`config.mk`:
```
export PLATFORM = sky130hd
export DESIGN_NAME = multiplier
export DESIGN_NICKNAME = d
export VERILOG_FILES = /design/src/rtl/pipes.sv /design/src/rtl/mul_fixup.sv /design/src/rtl/multiplier.sv
export SDC_FILE = /design/constraint.sdc
export NUM_CORES = 1
export LEC_CHECK = 0
export CAP_MARGIN = 20
export CORE_ASPECT_RATIO = 2
export CORE_UTILIZATION = 43
export DETAILED_ROUTE_END_ITERATION = 8
export PLACE_DENSITY_LB_ADDON = 0.05
export SLEW_MARGIN = 15
export SYNTH_ARGS = -nofsm -noshare
export SYNTH_HDL_FRONTEND = slang
export SYNTH_SLANG_ARGS = --single-unit
```
`constraint.sdc`:
```
create_clock -name clk -period 10.31 [get_ports clk]
set_input_delay 3.093 -clock clk [delete_from_list [all_inputs] [get_ports clk]]
set_output_delay 3.093 -clock clk [all_outputs]
set_load 0.01 [all_outputs]
```
`src/rtl/pipes.sv`:
```
// Shared execute-stage definitions for the iterative multiplier.
package pipes;

    localparam int unsigned MUL_WIDTH = 64;
    // Cycles from the request being sampled until done is high.
    localparam int unsigned MUL_DELAY = MUL_WIDTH + 1;

    typedef enum logic [2:0] {
        MUL    = 3'd0,
        MULH   = 3'd1,
        MULHSU = 3'd2,
        MULHU  = 3'd3,
        MULW   = 3'd4
    } mul_op_t;

    typedef enum logic [1:0] {
        IDLE,
        BUSY,
        DONE
    } mul_state_t;

endpackage

```
`src/rtl/mul_fixup.sv`:
```
// Output stage of the multiplier: applies the sign to the unsigned product,
// then selects the low half, the high half or the sign-extended word result.
module mul_fixup
    import pipes::*;
#(
    parameter int unsigned WIDTH = MUL_WIDTH
) (
    input  logic [2:0]         op,
    input  logic               neg,
    input  logic [2*WIDTH-1:0] product,
    output logic [WIDTH-1:0]   result
);

    logic [2*WIDTH-1:0] signed_product;

    // Negate when the operand signs differ, then pick the result field by op.
    always_comb begin
        signed_product = neg ? (~product + 1'b1) : product;
        result         = signed_product[WIDTH-1:0];
        case (op)
            MULH, MULHSU, MULHU: result = signed_product[2*WIDTH-1:WIDTH];
            MULW:                result = {{(WIDTH/2){product[WIDTH/2-1]}},
                                           product[WIDTH/2-1:0]};
            default:             ;
        endcase
    end

endmodule

```
`src/rtl/multiplier.sv`:
```
// Iterative radix-2 shift-add multiplier (RV64M MUL family), sign-magnitude.
// Fixed latency of WIDTH+1 cycles from request to done for every op.
module multiplier
    import pipes::*;
#(
    parameter int unsigned WIDTH = MUL_WIDTH
) (
    input  logic             clk,
    input  logic             reset,
    input  logic             valid,
    input  logic [2:0]       op,
    input  logic [WIDTH-1:0] a,
    input  logic [WIDTH-1:0] b,
    output logic             done,
    output logic [WIDTH-1:0] c
);

    localparam int unsigned CW = $clog2(WIDTH + 1);
    localparam int unsigned HW = WIDTH / 2;

    mul_state_t          state;
    logic [CW-1:0]       count;
    logic [2*WIDTH-1:0]  product;
    logic [WIDTH-1:0]    mcand;
    logic                neg;
    logic [2:0]          op_q;

    logic                signed_a;
    logic                signed_b;
    logic                a_neg;
    logic                b_neg;
    logic [WIDTH-1:0]    mag_a;
    logic [WIDTH-1:0]    mag_b;
    logic                neg_in;

    logic [WIDTH-1:0]    addend;
    logic [WIDTH:0]      sum;
    logic [2*WIDTH-1:0]  product_next;
    logic [WIDTH-1:0]    result_next;

    // Operand magnitudes and result sign for the request presented in IDLE.
    always_comb begin
        signed_a = (op == MULH) || (op == MULHSU);
        signed_b = (op == MULH);
        a_neg    = signed_a & a[WIDTH-1];
        b_neg    = signed_b & b[WIDTH-1];
        if (op == MULW) begin
            mag_a  = {{HW{1'b0}}, a[HW-1:0]};
            mag_b  = {{HW{1'b0}}, b[HW-1:0]};
            neg_in = 1'b0;
        end else begin
            mag_a  = a_neg ? (~a + 1'b1) : a;
            mag_b  = b_neg ? (~b + 1'b1) : b;
            neg_in = a_neg ^ b_neg;
        end
    end

    // One shift-add step: conditionally add the multiplicand, shift right with carry in.
    always_comb begin
        addend       = product[0] ? mcand : '0;
        sum          = {1'b0, product[2*WIDTH-1:WIDTH]} + {1'b0, addend};
        product_next = {sum, product[WIDTH-1:1]};
    end

    // The fixup sees the final step's product so done and c can be registered.
    mul_fixup #(
        .WIDTH (WIDTH)
    ) u_fixup (
        .op      (op_q),
        .neg     (neg),
        .product (product_next),
        .result  (result_next)
    );

    // Control FSM and datapath registers; dropping valid aborts like reset.
    always_ff @(posedge clk) begin
        if (reset || !valid) begin
            state   <= IDLE;
            count   <= '0;
            product <= '0;
            mcand   <= '0;
            neg     <= 1'b0;
            op_q    <= '0;
            done    <= 1'b0;
            c       <= '0;
        end else begin
            case (state)
                IDLE: begin
                    product <= {{WIDTH{1'b0}}, mag_a};
                    mcand   <= mag_b;
                    neg     <= neg_in;
                    op_q    <= op;
                    count   <= CW'(WIDTH);
                    state   <= BUSY;
                end
                BUSY: begin
                    product <= product_next;
                    count   <= count - 1'b1;
                    if (count == CW'(1)) begin
                        state <= DONE;
                        done  <= 1'b1;
                        c     <= result_next;
                    end
                end
                DONE: begin
                    state <= IDLE;
                    done  <= 1'b0;
                    c     <= '0;
                end
                default: state <= IDLE;
            endcase
        end
    end

endmodule

```
# After elaboration in Yosys (flattened, before gate mapping)
# Cells that the tools add are included.
# totals
reg_bits	270
inputBits	134
output_inout_bits	65
wordCells	54
# classes
n_addsub	5
n_eq_ne	11
mux	16
n_bitwise	6
reduce_logical	8
# op_table
operator	n
two-way mux 64 bit	6
case mux 128 bit (2 select lines)	1
case mux 64 bit (2 select lines)	2
adder 128 x 1 -> 128 bit, second input constant	1
adder 64 x 1 -> 64 bit, second input constant	2
two-way mux 128 bit	1
inverter 128 bit	1
inverter 64 bit	2
adder 64 x 64 -> 65 bit	1
case mux 7 bit (2 select lines)	1
equality test 3 x 2 -> 1 bit, second input constant	3
equality test 7 x 1 -> 1 bit, second input constant	1
subtractor 7 x 1 -> 7 bit, second input constant	1
equality test 3 x 1 -> 1 bit, second input constant	2
equality test 3 bit, second input constant	2
case mux 2 bit (2 select lines)	1
nonzero test 2 bit	2
OR reduction 3 bit	1
AND 1 bit	2
equality test 2 x 1 -> 1 bit, second input constant	1
equality test 2 bit, second input constant	1
logical NOT 2 bit	1
logical OR 1 bit	2
two-way mux 1 bit	2
6 further kinds	6

# Logic depth before layout (Yosys ltp)
# logic_depth
ltp_word	8
ltp_mapped	19
ltp_nobuf	16

# Cells and area by module
# Synthesis repeated with hierarchy kept, for this count alone.
# hier_totals
hier_cells	2835
hier_area_um2	21150.3
# modules_own_cells
module	instances	cells_per_inst	area_each_um2	seq_area_each_um2
multiplier	1	2103	16490.8	5405.2
mul_fixup	1	732	4659.5	0.0

# Worst setup path after synthesis
# OpenSTA, ideal clock, no wires.
# synth_path
kind	input to register
start	input b[14]
end	register mcand[49]
setup_ps	128
arrival_time_ps	6189
t_required_ps	10182
slack_ps	3993
stages	12
n_path_buf	0
cell_sequence	or4_1 nor3_1 nand2b_1 or4_1 nor4_1 nand2_1 nor4_2 nand2_1 or2_2 o31ai_1 xor2_1 o21ai_0
# synth_via
elab_chain_len	4
# synth_rtl
element	line_no	rtl
start: declaration	multiplier.sv:13	input logic [WIDTH-1:0] b,
inverter 64 bit	multiplier.sv:53	mag_b = b_neg ? (~b + 1'b1) : b;
adder 64 x 1 -> 64 bit	multiplier.sv:53	
two-way mux 64 bit	multiplier.sv:53	
two-way mux 64 bit	multiplier.sv:47	if (op == MULW) begin
end signal: assignment	multiplier.sv:90	mcand <= mag_b;
end: declaration	multiplier.sv:24	logic [WIDTH-1:0] mcand;
# No other way between the ends.
# A chain may end at the register's enable or synchronous reset.

# Final worst setup path
# Same ends and word-level chain as after synthesis.

==> flow_summary_export.csv <==
group,metric,value,unit
run_status,status,"completed",
route,drt_pass1_iterations,7,
placed_design,io_buffers,198,
route,postRouteWirelength,82800,µm
setup_path,crit_arrival,7430,ps
sta,worst_pin_slew,1210,ps
sta,min_period,6970,ps
synth,synth_edf_count,0,
synth,yosys_most_used_dff,"dfxtp_1",
setup_path,startpoint_type,"primary input",
cts,ctsResizeCount,0,
finish,regArea,5410,µm²
cts,cts_sinks,270,
cts,clkTransAtPathRegs,60,ps
route,vias,22900,
route,wire_per_inst,22.4,µm
global_routing,antenna_found_initial,0,
synth,synth_cells,2977,
cts,tritoncts,"done",
sta,rsz0062_at_grt,"false",
setup_path,crit_path_cell_trace,"clkdlybuf4s50_1 > or4_1 > nor3_1 > nand2b_1 > or4_1 > nor4_1 > nand2_1 > nor4_2 > nand2_1 > or2_2 > o31ai_1 > xor2_1 > o21ai_0",
sta,final-max-slew-violation-count,0,
floorplan,die_y,320,µm
synth,ys_warn_count,0,
placed_design,post-dp-hpwl,64500,µm
finish,fillCellCount,5175,
pwr,p_leak,8.90,nW
synth,ys_ff_latch,270,
finish,num_antenna_cells,0,
global_routing,gr-total-overflow,0,
route,dr.first_iter.drc_count,1639,
setup_path,critPathMaxFanout,5,
floorplan,ioPinCount,199,
route,viasPerCell,6.19,
floorplan,dieWidth,161,µm
global_routing,grt_max_degree,92,
floorplan,rows,116,
sta,hold_viol,0,
route,drc,0,
sta,setup_tns,0,ps
floorplan,dieArea,51500,µm²
cts,cts_hold_buf,0,
cts,postCtsSetupBuffers,0,
min_path,hold_path.class,"reg -> reg",
sta,max_freq,0.143,GHz
cts,numCtsBuffers,28,
synth,yosysTopAreaCell,"dfxtp_1",
sta,fin_crit_sh,67.6,%
sta,setup_viol_count_final,0,
placed_design,dp_slack,2730,ps
synth,netlist_area,21700,µm²
synth,synth_top_area_share,24.9,%
sta,layout_setup_ws,3340,ps
synth,synthTopCellsByArea,"dfxtp_1, nor2_1, a21oi_1",
synth,syn_avg_cell_area,7.30,µm²
setup_path,worstSetupPathType,"in -> reg",
sta,clock_skew,17.9,ps
placed_design,place_congestion,0.967,
floorplan,start_util,43.5,%
setup_path,r2r_setup_slack,4200,ps
flow_run,drv.max_cap_violation_count,0,
cts,cts.htree.levels,1,
floorplan,core-area,49900,µm²
setup_path,max_stage_delay,750,ps
finish,final_nets,3230,
global_routing,grt_pass1_vias,22200,
pwr,irDropWorstVdd,118,µV
setup_path,cp_slowest_cell,"nor4_1",
placed_design,dp.cells,3643,
finish,multiInputGateArea,15400,µm²
synth,async_flop_share,0,%
global_routing,track_usage,31.4,%
route,ant_nets,0,
global_routing,grt_pass1_wl,127000,µm
cts,clkLatencyLatePin,600,ps
setup_path,crit_path_end_kind,"flip-flop",
cts,cts-root-buf,"clkbuf_16",
pwr,powerDensity,105,nW/µm²
synth,ys_seq_area_share,24.9,%
finish,drive_above_1_share,4.86,%
synth,synth_cell_types,99,
finish,instances_no_fill,3694,
setup_path,required,10770,ps
cts,cts_buffer_depth,3,
finish,area_growth,14.7,%
sta,slew_headroom,18.6,%
synth,synth.net_count,3181,
==> stage by stage <==
stage	util [%]	power, mW	hold slack (ps)	area (µm²)
finish	49.9	2.61	445	24900
global route	49.9	2.72	476	24900
CTS	49.9	2.63	449	24900
detailed placement	48.1	1.55	435	24000
global placement	48.0	1.54	430	24000
floorplan	-	1.38	411	21700
==> routing by layer <==
layer	routed length (µm)	track usage, %	up-vias
li1	-	-	11100
met2	42600	58.1	720
met4	5370	19.8	0
met5	0	0	-
met1	31800	34.1	10900
met3	3050	2.22	185
==> cells in the final DEF (no fill, tap or decap), drive strengths merged, types with 25 or more instances in the layout <==
cell type | Yosys | layout
a222oi | 29 | 29
nand2 | 249 | 249
a21o | 34 | 34
o31ai | 69 | 69
a211oi | 52 | 52
o22ai | 25 | 25
clkbuf | 181 | 36
o41ai | 29 | 29
xnor2 | 114 | 114
nor4 | 35 | 35
nor3 | 74 | 74
buf | 31 | 32
nor2 | 413 | 413
or4 | 28 | 28
o21ai | 217 | 217
xor2 | 137 | 137
ha | 69 | 69
and2 | 87 | 87
a22oi | 77 | 77
nand3 | 42 | 42
or3 | 52 | 52
dfxtp | 270 | 270
inv | 35 | 38
clkdlybuf4s50 | 0 | 198
a21oi | 284 | 284
nand4 | 51 | 51
==> cell usage after synthesis (27+ instances only) <==
library cell  instances
and2_1               86
clkbuf_1            181
nand3_1              42
a21o_1               34
or3_1                52
nor2_1              412
nor3_1               73
o31ai_1              68
nand4_1              49
dfxtp_1             270
a222oi_1             29
xor2_1              137
xnor2_1             114
a22oi_1              77
o21ai_0             199
nor4_1               31
or4_1                27
inv_1                35
a21oi_1             283
nand2_1             249
a211oi_1             48
ha_1                 69
==> where the power goes <==
part	switching [mW]	internal [mW]	leakage [nW]	total, mW
Combinational	0.258	0.169	6.26	0.427
Sequential	0.0330	1.07	2.19	1.10
Clock	0.479	0.599	0.439	1.08
==> worst max-delay path: cells and delay by family <==
kind                      cells  cell delay [ps]
and+or+nand+nor               9             3410
xor gates and xnor gates      1              160
buffers and inverters         1              460
AOI/OAI and AO/OA             2              310
==> worst paths after layout <==
kind / start / end / cells past startpoint
setup reg to reg: product[0]$_SDFFE_PP0P_ / c[63]$_SDFFE_PP0P_ / 17
hold reg to reg: mcand[45]$_SDFFE_PP0P_ / mcand[45]$_SDFFE_PP0P_ / 2
setup / recovery: b[14] / mcand[49]$_SDFFE_PP0P_ / 13
hold / removal: mcand[45]$_SDFFE_PP0P_ / mcand[45]$_SDFFE_PP0P_ / 2
==> flip-flops by register name, summed over array words and instances, names as in the netlist <==
| signal | cells |
|---|---|
| product | 128 |
| count | 7 |
| mcand | 64 |
| c | 64 |
| state | 2 |
| done | 1 |
| op_q | 3 |
| neg | 1 |
==> cell type report <==
| cell class | instances | area share [%] |
|---|---|---|
| clock buffer | 35 | 3.04 |
| timing repair buffer | 231 | 8.95 |
| clock inverter | 14 | 0.692 |
| sequential | 270 | 21.7 |
| multi-input combinational | 2459 | 61.8 |
| inverter | 36 | 0.542 |
| tap | 649 | 3.26 |
==> cells by family after synthesis <==
| kind of cell | count (synthesis) | synth area share, % |
|---|---|---|
| buf+inv | 248 | 4.45 |
| xor+xnor | 251 | 10.1 |
| compound gates | 973 | 29.5 |
| mux | 17 | 0.806 |
| fa+ha+maj | 91 | 5.03 |
| flops | 270 | 24.9 |
| simple gates | 1127 | 25.2 |
Note: power is estimated with default switching activity, not from simulation.
